`config.mk`:
```
export PLATFORM = sky130hd
export DESIGN_NAME = spi_reg_target
export DESIGN_NICKNAME = d
export VERILOG_FILES = /design/src/rtl/spi_reg_target.sv
export SDC_FILE = /design/constraint.sdc
export NUM_CORES = 1
export LEC_CHECK = 0
export ABC_AREA = 1
export BUFFER_PORTS_ARGS = -buffer_cell sky130_fd_sc_hd__buf_2
export CAP_MARGIN = 5
export CORE_AREA = 2 2 50 87
export CTS_CLUSTER_DIAMETER = 30
export CTS_CLUSTER_SIZE = 16
export DETAILED_ROUTE_END_ITERATION = 6
export DIE_AREA = 0 0 52 89
export MAX_ROUTING_LAYER = met4
export PLACE_DENSITY = 0.74
export SLEW_MARGIN = 0
export SYNTH_ARGS = -nofsm -noshare
export SYNTH_HDL_FRONTEND = slang
export SYNTH_SLANG_ARGS = --single-unit
export TNS_END_PERCENT = 10
```
`constraint.sdc`:
```
create_clock -name clk -period 3.69 [get_ports clk]
set_input_delay 0.1845 -clock clk [delete_from_list [all_inputs] [get_ports clk]]
set_output_delay 0.1845 -clock clk [all_outputs]
set_load 0.05 [all_outputs]
```
`src/rtl/spi_reg_target.sv`:
```
`timescale 1ns/1ps
`default_nettype none
// ============================================================================
// Module   : spi_reg_target
// Function : SPI mode-0 target that turns command/data byte frames into
//            single-cycle register write/read strobes. Pins are synchronised
//            into clk; byte 0 carries R/W and start address, later bytes are
//            burst data with wrapping address increment.
// Revision : 1.0  initial release
// ============================================================================
module spi_reg_target #(
    parameter int ADDR_W      = 4,
    parameter int SYNC_STAGES = 2
) (
    input  logic              clk,
    input  logic              rst_b,
    input  logic              cs_b,
    input  logic              sclk,
    input  logic              mosi,
    output logic              miso,
    output logic              miso_oe,
    output logic [ADDR_W-1:0] reg_addr,
    output logic [7:0]        reg_wdata,
    output logic              wr_en,
    output logic              rd_en,
    input  logic [7:0]        rd_data,
    output logic              frame_err
);

    typedef enum logic [1:0] {
        IDLE = 2'd0,
        CMD  = 2'd1,
        DATA = 2'd2
    } state_t;

    state_t state;
    state_t state_next;

    logic [SYNC_STAGES-1:0] cs_sync;
    logic [SYNC_STAGES-1:0] sclk_sync;
    logic [SYNC_STAGES-1:0] mosi_sync;
    logic [SYNC_STAGES-1:0] fill;
    logic                   cs_d;
    logic                   sclk_d;
    logic                   armed;

    logic [2:0] bit_cnt;
    logic [6:0] rx;
    logic [6:0] tx;
    logic       is_read;

    logic       cs_s, sclk_s, mosi_s;
    logic       sclk_rise, sclk_fall, cs_fall;
    logic       in_frame, byte_done, cs_end;
    logic [2:0] cnt_next;
    logic [7:0] byte_in;

    assign cs_s      = cs_sync[SYNC_STAGES-1];
    assign sclk_s    = sclk_sync[SYNC_STAGES-1];
    assign mosi_s    = mosi_sync[SYNC_STAGES-1];
    assign sclk_rise = sclk_s & ~sclk_d;
    assign sclk_fall = ~sclk_s & sclk_d;
    assign cs_fall   = ~cs_s & cs_d;
    assign in_frame  = (state != IDLE);
    assign cnt_next  = bit_cnt + {2'b00, sclk_rise};
    assign byte_done = in_frame & sclk_rise & (bit_cnt == 3'd7);
    assign cs_end    = in_frame & cs_s;
    assign byte_in   = {rx, mosi_s};
    assign miso_oe   = in_frame;

    // Pin synchronisers plus an arming flag: a frame already running when
    // reset releases must not start a transaction, so a real high cs_b has to
    // be seen (after the chain holds genuine samples) before a fall counts.
    always_ff @(posedge clk or negedge rst_b) begin
        if (!rst_b) begin
            cs_sync   <= '1;
            sclk_sync <= '0;
            mosi_sync <= '0;
            fill      <= '0;
            cs_d      <= 1'b1;
            sclk_d    <= 1'b0;
            armed     <= 1'b0;
        end else begin
            cs_sync   <= {cs_sync[SYNC_STAGES-2:0], cs_b};
            sclk_sync <= {sclk_sync[SYNC_STAGES-2:0], sclk};
            mosi_sync <= {mosi_sync[SYNC_STAGES-2:0], mosi};
            fill      <= {fill[SYNC_STAGES-2:0], 1'b1};
            cs_d      <= cs_s;
            sclk_d    <= sclk_s;
            if (fill[SYNC_STAGES-1] && cs_s) begin
                armed <= 1'b1;
            end
        end
    end

    // Frame state register.
    always_ff @(posedge clk or negedge rst_b) begin
        if (!rst_b) begin
            state <= IDLE;
        end else begin
            state <= state_next;
        end
    end

    // Next-state decode: cs_b high always wins and returns to IDLE.
    always_comb begin
        state_next = state;
        case (state)
            IDLE:    if (cs_fall && armed) state_next = CMD;
            CMD:     if (cs_s) state_next = IDLE;
                     else if (byte_done) state_next = DATA;
            DATA:    if (cs_s) state_next = IDLE;
            default: state_next = IDLE;
        endcase
    end

    // Byte assembly, strobe generation, address walk and miso shifting.
    always_ff @(posedge clk or negedge rst_b) begin
        if (!rst_b) begin
            bit_cnt   <= 3'd0;
            rx        <= 7'd0;
            tx        <= 7'd0;
            is_read   <= 1'b0;
            miso      <= 1'b0;
            reg_addr  <= '0;
            reg_wdata <= 8'd0;
            wr_en     <= 1'b0;
            rd_en     <= 1'b0;
            frame_err <= 1'b0;
        end else begin
            wr_en     <= 1'b0;
            rd_en     <= 1'b0;
            frame_err <= 1'b0;
            if (wr_en) begin
                reg_addr <= reg_addr + ADDR_W'(1);
            end
            if (!in_frame) begin
                bit_cnt <= 3'd0;
                is_read <= 1'b0;
                miso    <= 1'b0;
                tx      <= 7'd0;
            end else begin
                if (sclk_rise) begin
                    rx      <= byte_in[6:0];
                    bit_cnt <= cnt_next;
                end
                if (byte_done) begin
                    if (state == CMD) begin
                        reg_addr <= byte_in[ADDR_W-1:0];
                        is_read  <= byte_in[7];
                        rd_en    <= byte_in[7];
                    end else if (is_read) begin
                        // Prefetch the next register for the following byte.
                        reg_addr <= reg_addr + ADDR_W'(1);
                        rd_en    <= 1'b1;
                    end else begin
                        wr_en     <= 1'b1;
                        reg_wdata <= byte_in;
                    end
                end
                // The fall right after a byte boundary keeps the freshly
                // loaded MSB; only falls inside a byte advance the shifter.
                if (sclk_fall && (bit_cnt != 3'd0) && is_read && (state == DATA)) begin
                    miso <= tx[6];
                    tx   <= {tx[5:0], 1'b0};
                end
                if (cs_end) begin
                    frame_err <= (cnt_next != 3'd0);
                    miso      <= 1'b0;
                end
            end
            if (rd_en) begin
                tx   <= rd_data[6:0];
                miso <= in_frame & ~cs_s & rd_data[7];
            end
        end
    end

endmodule
`default_nettype wire
```
==> reports/qor.yml, run 1 <==
outcome:
  status: "finished, final reports clean"
route:
  via_per_inst: 4.881
  first_pass_iters: 4
  wirelength_mm: 3.844
  drc: 0
  drtIter0Drc: 55
  wl_per_cell_um: 12.01
  ant_nets: 0
  num_vias: 1562
clock_tree:
  cts_setup_buffers: 0
  clock_latency_ns: 0.30
  htreeDepth: 2
  cts_buffers: 5
  cts_tree: "built"
  clk_path_buf_depth: 2
  cts.reportedPaths.clkPinSlew_ns: 0.09
  cts_root_buffer: "clkbuf_8"
  cts_sinks: 47
power_and_ir_drop:
  combinationalPowerShare_pct: 22.8
  clock_power_share_pct: 27.3
  seq_power_share_pct: 49.9
  switching_share_pct: 34.47
  p_leak_nw: 1.326
  p_per_area_mw_per_mm2: 495.1
  p_int_w: 0.0007838
  p_sw_w: 0.0004123
  ir_drop_mv: 0.4569
synthesis:
  ys_warn_count: 0
  async_flop_share_pct: 100.0
  syn_nets: 252
  synth_area_per_cell_um2: 8.923
  synth-seq-cells: 47
  ys_types: 28
  synth_edf_count: 0
  syn_inst: 236
  syn_area_mm2: 0.002106
  ys_seq_area_share_pct: 56.03
  synth_ff_type: "dfrtp_1"
global_routing:
  grt_pass1_wl_mm: 6.486
  antenna_found_initial: 0
  grt.overflow.total: 0
  grt_max_degree: 48
  gr-usage-all-layers_pct: 19.86
  first_global_vias: 1500
setup_path:
  critPathLaunchType: "register"
  worstSetupEndpointType: "register"
  cp_data_arrival_time_ns: 1.64
  setup.worst_path.class: "register to register"
  path_max_fanout: 4
  cp-startpoint: "sclk_sync[1]$_DFF_PN0_"
  cp.required_ns: 3.89
  regToRegStartpoint: "sclk_sync[1]$_DFF_PN0_"
timing:
  finalWorstSetupSlack_ns: 2.247
  fin_crit_sh_pct: 39.10
  drv_slew: 0
  slew_headroom_pct: 31.95
  period_needed_ns: 1.443
  tightest_slew_ns: 1.021
  clock.fmax_mhz: 693.1
  setup_viol: 0
  skew_ns: 0.006643
  fin_tns_setup_ns: 0
  rsz0062_at_grt: "no"
  hold_viol_final: 0
placement:
  preCtsSetupSlack_ns: 2.259
  placed_cells: 309
  hpwl_mm: 2.749
  io_buffers: 29
  place.gp.congestion: 0.7945
floorplanning:
  initial_core_util_pct: 54.47
  die_w_um: 52
  placementRows: 30
  die_area_mm2: 0.004628
  die_h_um: 89
  core_area_mm2: 0.003866
  ioPinCount: 30
final_layout:
  num-nets-final: 287
  final_common_cell: "nand2_1"
  stdcell_count: 320
  multi_input_area_um2: 785.8
  drive_gt1_share_pct: 21.69
  layout_common_cells: "83 x nand2_1, 44 x dfrtp_1, 29 x buf_2, 28 x inv_1, 19 x nand3_1"
  final_util_pct: 62.49
  n_fill_cell: 354
  insertedDiodeCount: 0
  area_growth_pct: 14.74
  ff_latch_area_mm2: 0.001180
worst_hold_path:
  hp-class: "primary input to async pin"
job:
  drv_cap: 0
==> cells in the mapped netlist (2+ instances only) <==
cell type / count / area (µm²)
nand2_1: 83 / 311.6
dfrtp_1: 44 / 1101
inv_1: 28 / 105.1
nand3_1: 19 / 95.09
o21ai_0: 13 / 65.06
o21ai_2: 8 / 70.07
nor2_1: 6 / 22.52
o22ai_1: 4 / 25.02
dfstp_2: 3 / 78.83
ha_1: 3 / 37.54
inv_2: 3 / 11.26
a21oi_1: 2 / 10.01
clkbuf_1: 2 / 7.510
nand2_2: 2 / 12.51
nand2_4: 2 / 22.52
xor2_1: 2 / 17.52
==> critical path, cell delays in order (launching register included) <==
cell and delay, ns:
dfrtp_1 0.42, inv_2 0.08, nor2_4 0.05, ha_1 0.18
ha_1 0.18, xnor2_1 0.20, nand3_1 0.10, nand3_1 0.09
inv_1 0.04
==> power groups by stage <==
stage	registers, W	clock network, W	logic (W)
after CTS	0.000597	0.000338	0.000276
after global placement	0.000606	0	0.000271
after detailed placement	0.000607	0	0.000272
after global routing	0.000603	0.000354	0.000308
after floorplan	0.000624	0	0.000187
final	0.000596	0.000327	0.000273
==> layout make-up <==
cell class / instances / share of cell area (%)
timing repair buffer: 32 / 7.250
clock inverter: 2 / 0.6732
multi-input combinational: 154 / 32.52
inverter: 31 / 4.816
sequential: 47 / 48.83
tap: 48 / 2.486
clock buffer: 6 / 3.418
==> repair_timing <==
action                     in CTS  in global routing
hold buffers                    3                  0
hold endpoints to repair        3                  0
setup endpoints to repair       0                  0
resized for setup               0                  0
==> cells by family (layout without fill, tap and decap cells) <==
kind of cell | after synthesis | in the layout | share of synthesized area, %
AO/OA/AOI/OAI | 30 | 30 | 9.031
XOR/XNOR | 3 | 3 | 1.248
adder cells (fa/ha/maj) | 3 | 3 | 1.783
buffers and inverters | 35 | 71 | 6.655
flip-flops | 47 | 47 | 56.03
other | 1 | 1 | 0.1781
AND/OR/NAND/NOR | 117 | 117 | 25.07
==> path summary, 6_finish.rpt <==
| path | endpoint | slack (ns) | cells past startpoint |
|---|---|---|---|
| min in group clk | tx[0]$_DFFE_PN0P_ | 0.11 | 3 |
| max | frame_err$_DFF_PN0_ | 2.25 | 8 |
| min | reg_wdata[4]$_DFFE_PN0P_ | 0.05 | 1 |
| max reg2reg | frame_err$_DFF_PN0_ | 2.25 | 8 |
| min reg2reg | mosi_sync[1]$_DFF_PN0_ | 0.35 | 0 |
| max in group asynchronous | tx[6]$_DFFE_PN0P_ | 3.01 | 1 |
==> metal layers <==
layer | routed length (µm) | vias to the layer above | GRT usage, %
li1 | - | 805 | -
met1 | 1607 | 720 | 20.90
met2 | 2046 | 33 | 35.10
met3 | 119 | 4 | 3.512
met4 | 72 | 0 | 9.330
met5 | 0 | - | -
==> per-stage QoR <==
step | instance area (µm²) | hold WS [ns] | total power [W]
2_1_floorplan | 2106 | -0.1111 | 0.0008106
3_3_place_gp | 2287 | 0.2906 | 0.0008763
3_5_place_dp | 2287 | 0.2914 | 0.0008789
4_1_cts | 2416 | 0.09488 | 0.001211
5_1_grt | 2416 | 0.1425 | 0.001266
6_report | 2416 | 0.05399 | 0.001196
==> sequential cells by signal, indices dropped and copies added, names as in the netlist, 2 cells and up <==
| signal | count |
|---|---|
| state | 2 |
| bit_cnt | 3 |
| rx | 7 |
| reg_addr | 4 |
| mosi_sync | 2 |
| reg_wdata | 8 |
| cs_sync | 2 |
| fill | 2 |
| sclk_sync | 2 |
| tx | 7 |
(Power assumes the default switching activity.)
==> run 2: changes to the inputs <==
==> constraint.sdc (replaced) <==
create_clock -name clk -period 1.5 [get_ports clk]
set_input_delay 0.075 -clock clk [delete_from_list [all_inputs] [get_ports clk]]
set_output_delay 0.075 -clock clk [all_outputs]
set_load 0.05 [all_outputs]
==> run 2 against run 1 <==
Compared with the run above: die area did not move; critical path depth did not move; wire length shrank 0.65%; core utilization rose by 1.6 points.
==> reports/qor.yml, run 2 (synthesized netlist as in run 1, its figures left out) <==
outcome:
  status: "finished, final reports clean"
final_layout:
  layout_common_cells: "83 x nand2_1, 44 x dfrtp_1, 29 x buf_2, 28 x inv_1, 19 x nand3_1"
  stdcell_count: 327  # +2.2%
  num-nets-final: 294  # +2.4%
  largest_reg_flops: 8  # unchanged
  regMostFlops: "reg_wdata"
  final_area_mm2: 0.002476  # +2.5%
  final_common_cell: "nand2_1"
  drive_gt1_share_pct: 22.58  # +0.89 points
  n_fill_cell: 341  # -3.7%
  insertedDiodeCount: 0  # unchanged
  reg_top3: "reg_wdata: 8 flops, rx: 7 flops, tx: 7 flops"
  area_growth_pct: 17.59
clock_tree:
  cts_sinks: 47  # unchanged
  cts_root_buffer: "clkbuf_8"
  cts_tree: "built"
  cts_resized: 0  # unchanged
  clock_latency_ns: 0.30  # about the same
  htreeDepth: 2  # unchanged
  clk_path_buf_depth: 2  # unchanged
  cts.reportedPaths.clkPinSlew_ns: 0.08  # about the same
  cts_buffers: 5  # unchanged
timing:
  hold_slack_ns: 0.06932  # +0.01533 ns
  drv_slew: 0  # unchanged
  skew_ns: 0.007386  # +0.0007433 ns
  fin_tns_setup_ns: 0  # unchanged
  rsz0062_at_grt: "no"
  clock.fmax_mhz: 714.3  # +3.1%
  period_needed_ns: 1.400  # -0.04295 ns
  hold_viol_final: 0  # unchanged
  fin_crit_sh_pct: 93.33  # +54 points
  setup_viol: 0  # unchanged
power_and_ir_drop:
  clock_power_share_pct: 25.6  # -1.7 points
  seq_power_share_pct: 50.2  # +0.3 points
  p_int_w: 0.001911  # +140%
  ir_drop_mv: 0.8778  # +92%
  p_leak_nw: 1.358  # +2.4%
  combinationalPowerShare_pct: 24.2  # +1.4 points
  p_sw_w: 0.001008  # +140%
  p_per_area_mw_per_mm2: 1179  # +140%
  switching_share_pct: 34.55  # +0.079 points
global_routing:
  gr-usage-all-layers_pct: 19.66  # -0.19 points
  grt_pass1_wl_mm: 6.534  # +0.74%
  antenna_found_initial: 0  # unchanged
  grt.overflow.total: 0  # unchanged
  first_global_vias: 1587  # +5.8%
  grt_max_degree: 31  # -35%
setup_path:
  cp_data_arrival_time_ns: 1.60  # -0.04 ns
  critPathLaunchType: "register"
  worstSetupEndpointType: "register"
  path_max_fanout: 4  # unchanged
  cp.required_ns: 1.70  # -2.19 ns
  setup.worst_path.class: "register to register"
  cp-startpoint: "sclk_sync[1]$_DFF_PN0_"
  regToRegStartpoint: "sclk_sync[1]$_DFF_PN0_"
route:
  wl_per_cell_um: 11.68  # -2.8%
  drc: 0  # unchanged
  num_vias: 1624  # +4.0%
  wirelength_mm: 3.819  # -0.65%
  first_pass_iters: 4  # unchanged
  via_per_inst: 4.966  # +1.7%
  drtIter0Drc: 37  # -33%
  ant_nets: 0  # unchanged
placement:
  hpwl_mm: 2.847  # +3.6%
  placed_cells: 314  # +1.6%
  place.gp.congestion: 0.8224  # +3.5%
  io_buffers: 29  # unchanged
  dpl_cell_area_mm2: 0.002337  # +2.2%
worst_hold_path:
  hp-class: "primary input to register"
  hp-start: "rd_data[3]"
floorplanning:
  placementRows: 30  # unchanged
  core_area_mm2: 0.003866  # unchanged
  die_area_mm2: 0.004628  # unchanged
  die_w_um: 52  # unchanged
  die_h_um: 89  # unchanged
  ioPinCount: 30  # unchanged
  initial_core_util_pct: 54.47  # unchanged
job:
  drv_cap: 0  # unchanged
-- run 2: routing by layer --
layer | GRT usage [%] | part of all wire, % | up-vias
li1 | - | - | 821
met1 | 19.62 | 40 | 764
met2 | 35.90 | 54 | 31
met3 | 3.177 | 3.3 | 8
met4 | 9.569 | 2.5 | 0
met5 | - | 0 | -
-- run 2: power groups by stage --
stage          logic [W]  registers [W]  clock network (W)
2_1_floorplan   0.000460        0.00153                  0
3_5_place_dp    0.000701        0.00149                  0
5_1_grt         0.000792        0.00148           0.000824
4_1_cts         0.000714        0.00147           0.000779
3_3_place_gp    0.000687        0.00149                  0
6_report        0.000706        0.00147           0.000747
-- run 2: worst paths after layout --
check	end	slack (ns)	cells after the start
max	frame_err$_DFF_PN0_	0.10	8
min in group asynchronous	reg_wdata[3]$_DFFE_PN0P_	0.24	2
max in group asynchronous	cs_sync[0]$_DFF_PN1_	0.68	3
min	tx[3]$_DFFE_PN0P_	0.07	5
min reg2reg	fill[1]$_DFF_PN0_	0.36	0
max reg2reg	frame_err$_DFF_PN0_	0.10	8
-- run 2: layout make-up --
type / instances / area, µm² / share of cell area (%)
clock buffer: 6 / 72.57 / 2.931
clock inverter: 2 / 16.27 / 0.6569
inverter: 31 / 116.4 / 4.699
multi-input combinational: 154 / 785.8 / 31.73
sequential: 47 / 1180 / 47.65
tap: 48 / 60.06 / 2.425
timing repair buffer: 39 / 245.2 / 9.904
-- run 2: worst max-delay path, cell delays in order (launching register included) --
cell and delay [ns]:
dfrtp_1 0.42, inv_2 0.08, nor2_4 0.05, ha_1 0.18, ha_1 0.18, xnor2_1 0.19
nand3_1 0.09, nand3_1 0.08, inv_1 0.04
-- run 2: metrics by stage --
stage	setup slack [ns]	utilization, %	total power [W]
3_5_place_dp	0.09801	60.45	0.002194
2_1_floorplan	0.0006581	-	0.001994
4_1_cts	0.09376	64.05	0.002960
3_3_place_gp	0.1411	60.45	0.002179
5_1_grt	0.0006346	64.05	0.003101
6_report	0.1001	64.05	0.002919
-- run 2: what timing repair did --
| item | CTS | global route |
|---|---|---|
| hold buffers | 5 | 0 |
| endpoints found under the hold margin | 21 | 0 |
| setup buffers | 0 | 0 |
==> run 3: changes to the inputs <==
--- a/config.mk
+++ b/config.mk
@@ -8,13 +8,13 @@
 export ABC_AREA = 1
 export BUFFER_PORTS_ARGS = -buffer_cell sky130_fd_sc_hd__buf_2
 export CAP_MARGIN = 5
-export CORE_AREA = 2 2 50 87
+export CORE_AREA = 2 2 53 91
 export CTS_CLUSTER_DIAMETER = 30
 export CTS_CLUSTER_SIZE = 16
 export DETAILED_ROUTE_END_ITERATION = 6
-export DIE_AREA = 0 0 52 89
+export DIE_AREA = 0 0 55 93
 export MAX_ROUTING_LAYER = met4
-export PLACE_DENSITY = 0.74
+export PLACE_DENSITY = 0.7
 export SLEW_MARGIN = 0
 export SYNTH_ARGS = -nofsm -noshare
 export SYNTH_HDL_FRONTEND = slang
==> constraint.sdc (replaced) <==
create_clock -name clk -period 1.16 [get_ports clk]
set_input_delay 0.058 -clock clk [delete_from_list [all_inputs] [get_ports clk]]
set_output_delay 0.058 -clock clk [all_outputs]
set_load 0.05 [all_outputs]
==> run 3 against run 2 <==
Compared with the run above: the run now ends with setup timing left; die area is 11% higher; first-iteration DRC count is 51% lower; sequential share of layout area is 6.0 points lower; sequential power is 31% higher; hold slack worse by 0.019 ns; wire length is 18% higher; total power is 57% higher; critical path type unchanged; critical endpoint is now state[1]$_DFFE_PN0P_; largest cell class unchanged; highest routed layer unchanged.
==> reports/qor.yml, run 3 (synthesized netlist as in run 1, its figures left out) <==
outcome:
  status: "finished, violations left"
  violations: "setup timing"
clock_tree:
  clock_latency_ns: 0.30  # about the same
  htreeDepth: 2  # unchanged
  cts_buffers: 5  # unchanged
  cts_sinks: 47  # unchanged
  cts_tree: "built"
  cts_root_buffer: "clkbuf_8"
  clk_path_buf_depth: 2  # unchanged
  cts.reportedPaths.clkPinSlew_ns: 0.08  # about the same
power_and_ir_drop:
  p_per_area_mw_per_mm2: 1608  # +36%
  ir_drop_mv: 1.188  # +35%
  switching_share_pct: 32.03  # -2.5 points
  p_leak_nw: 1.473  # +8.5%
  clock_power_share_pct: 30.5  # +4.9 points
  p_sw_w: 0.001467  # +46%
  seq_power_share_pct: 41.9  # -8.3 points
  combinationalPowerShare_pct: 27.7  # +3.5 points
  power.total_w: 0.004581  # +57%
  p_int_w: 0.003113  # +63%
setup_path:
  worstSetupEndpointType: "register"
  r2r_end: "state[1]$_DFFE_PN0P_"
  crit_family: "simple AND/OR/NAND/NOR gates"
  crit_top_cell: "buf_6"
  cp.required_ns: 1.39  # -0.31 ns
  path_buf_inv: 2  # unchanged
  cp_data_arrival_time_ns: 1.52  # -0.08 ns
  regToRegStartpoint: "sclk_d$_DFF_PN0_"
  slowest_stage: "dfrtp_1"
  crit_path_max_incr_delay_ns: 0.42  # about the same
  path_cells: "nor2_4 -> buf_6 -> nand2_8 -> nor2_8 -> buf_6 -> nand3_4 -> nand2_2"
  cp_num_cells: 7  # -1
  setup.worst_path.class: "register to register"
  rrSetupSlack_ns: -0.13  # -0.23 ns
  reg2reg_depth: 7  # -1
  critPathLaunchType: "register"
  path_max_fanout: 6  # +2
timing:
  fin_crit_sh_pct: 111.4  # +18 points
  period_needed_ns: 1.293  # -0.1073 ns
  rsz0062_at_grt: "yes"
  hold_viol_final: 0  # unchanged
  finalWorstSetupSlack_ns: -0.1326  # -0.2327 ns
  drv_slew: 0  # unchanged
  setup_viol: 26  # +26
  skew_ns: 0.01102  # +0.003635 ns
  clock.fmax_mhz: 773.7  # +8.3%
  fin_tns_setup_ns: -1.976  # -1.976 ns
global_routing:
  antenna_found_initial: 0  # unchanged
  gr-usage-all-layers_pct: 20.63  # +0.97 points
  grt_max_degree: 48  # +55%
  grt_pass1_wl_mm: 7.596  # +16%
  first_global_vias: 1708  # +7.6%
  grt.overflow.total: 0  # unchanged
final_layout:
  stdcell_count: 346  # +5.8%
  regMostFlops: "reg_wdata"
  area_growth_pct: 35.23
  layout_common_cells: "79 x nand2_1, 39 x dfrtp_1, 26 x buf_2, 25 x inv_1, 14 x nand3_1"
  final_common_cell: "nand2_1"
  num-nets-final: 310  # +5.4%
  reg_top3: "reg_wdata: 8 flops, rx: 7 flops, tx: 7 flops"
  final_util_pct: 64.66  # +0.61 points
  final_area_mm2: 0.002848  # +15%
  largest_reg_flops: 8  # unchanged
  drive_gt1_share_pct: 35.93  # +13 points
  insertedDiodeCount: 0  # unchanged
worst_hold_path:
  hold_end: "tx[4]$_DFFE_PN0P_"
  hp-start: "rd_data[4]"
  hp-class: "primary input to register"
  worstHoldPathCells: 5  # unchanged
route:
  drc: 0  # unchanged
  num_vias: 1720  # +5.9%
  drtIter0Drc: 18  # -51%
  wirelength_mm: 4.492  # +18%
  ant_nets: 0  # unchanged
  wl_per_cell_um: 12.98  # +11%
  first_pass_iters: 4  # unchanged
  via_per_inst: 4.971  # about the same
floorplanning:
  initial_core_util_pct: 47.81  # -6.7 points
  ioPinCount: 30  # unchanged
  die_h_um: 93  # +4.5%
  placementRows: 32  # +6.7%
  die_area_mm2: 0.005115  # +11%
  die_w_um: 55  # +5.8%
  core_area_mm2: 0.004404  # +14%
placement:
  hpwl_mm: 2.987  # +4.9%
  io_buffers: 29  # unchanged
  placed_cells: 330  # +5.1%
  place.gp.congestion: 0.8865  # +7.8%
  dpl_cell_area_mm2: 0.002447  # +4.7%
job:
  drv_cap: 0  # unchanged
-- run 3: cell types whose count changed in the layout (fill, tap and decap cells not counted), sizes merged --
cell | before | now
nand2 | 88 | 89
buf | 34 | 48
bufinv | 0 | 2
clkbuf | 6 | 7
clkinvlp | 1 | 0
inv | 32 | 31
-- run 3: area by class of cell --
class                   count  area [µm²]
repair buffers             54       402.9
clock inverters             2       60.06
well taps                  51       63.81
multi-input cells         155       940.9
fillers                   377        1556
inverters                  31       121.4
clock buffers               6       72.57
flip-flops and latches     47        1186
-- run 3: worst register-to-register path: cells and delay by family, from the launching register on --
kind	cells	cell delay, ns
buffers and inverters	2	0.28
flip-flops	1	0.42
AND/OR/NAND/NOR	5	0.53
-- run 3: what timing repair did --
action	CTS	global route
cloned	0	1
pin swaps	10	9
gates resized for setup	30	24
setup buffers	1	1
hold buffers	5	0
setup endpoints to repair	36	40
hold endpoints to repair	50	0
-- run 3: worst max path at each step --
stage	from	endpoint	slack, ns
2_1_floorplan	sclk_sync[1]$_DFF_PN0_	frame_err$_DFF_PN0_	-0.16
3_3_place_gp	sclk_sync[1]$_DFF_PN0_	frame_err$_DFF_PN0_	-0.14
3_5_place_dp	sclk_sync[1]$_DFF_PN0_	frame_err$_DFF_PN0_	-0.18
4_1_cts	sclk_sync[1]$_DFF_PN0_	frame_err$_DFF_PN0_	-0.12
5_1_grt	state[1]$_DFFE_PN0P_	reg_wdata[1]$_DFFE_PN0P_	-0.20
6_report	sclk_d$_DFF_PN0_	state[1]$_DFFE_PN0P_	-0.13
-- run 3: power groups by stage --
stage	clock network (W)	registers, W	logic [W]
global placement	0	0.00192	0.00102
floorplan	0	0.00198	0.000635
detailed placement	0	0.00193	0.00104
finish	0.00140	0.00192	0.00127
global route	0.00149	0.00195	0.00140
CTS	0.00143	0.00190	0.00118
-- run 3: through the flow --
step | hold WS, ns | worst slack, ns
final | 0.05010 | -0.1326
after global routing | 0.07342 | -0.2021
after CTS | 0.04918 | -0.1209
after detailed placement | 0.05979 | -0.1803
after global placement | 0.05992 | -0.1359
after floorplan | -0.2376 | -0.1574
-- run 3: routing by layer --
| layer | GRT usage (%) | routed length, µm | up-vias |
|---|---|---|---|
| li1 | - | - | 850 |
| met4 | 5.691 | 106 | 0 |
| met1 | 24.49 | 1768 | 832 |
| met2 | 35.12 | 2505 | 26 |
| met3 | 3.355 | 113 | 12 |
| met5 | - | 0 | - |
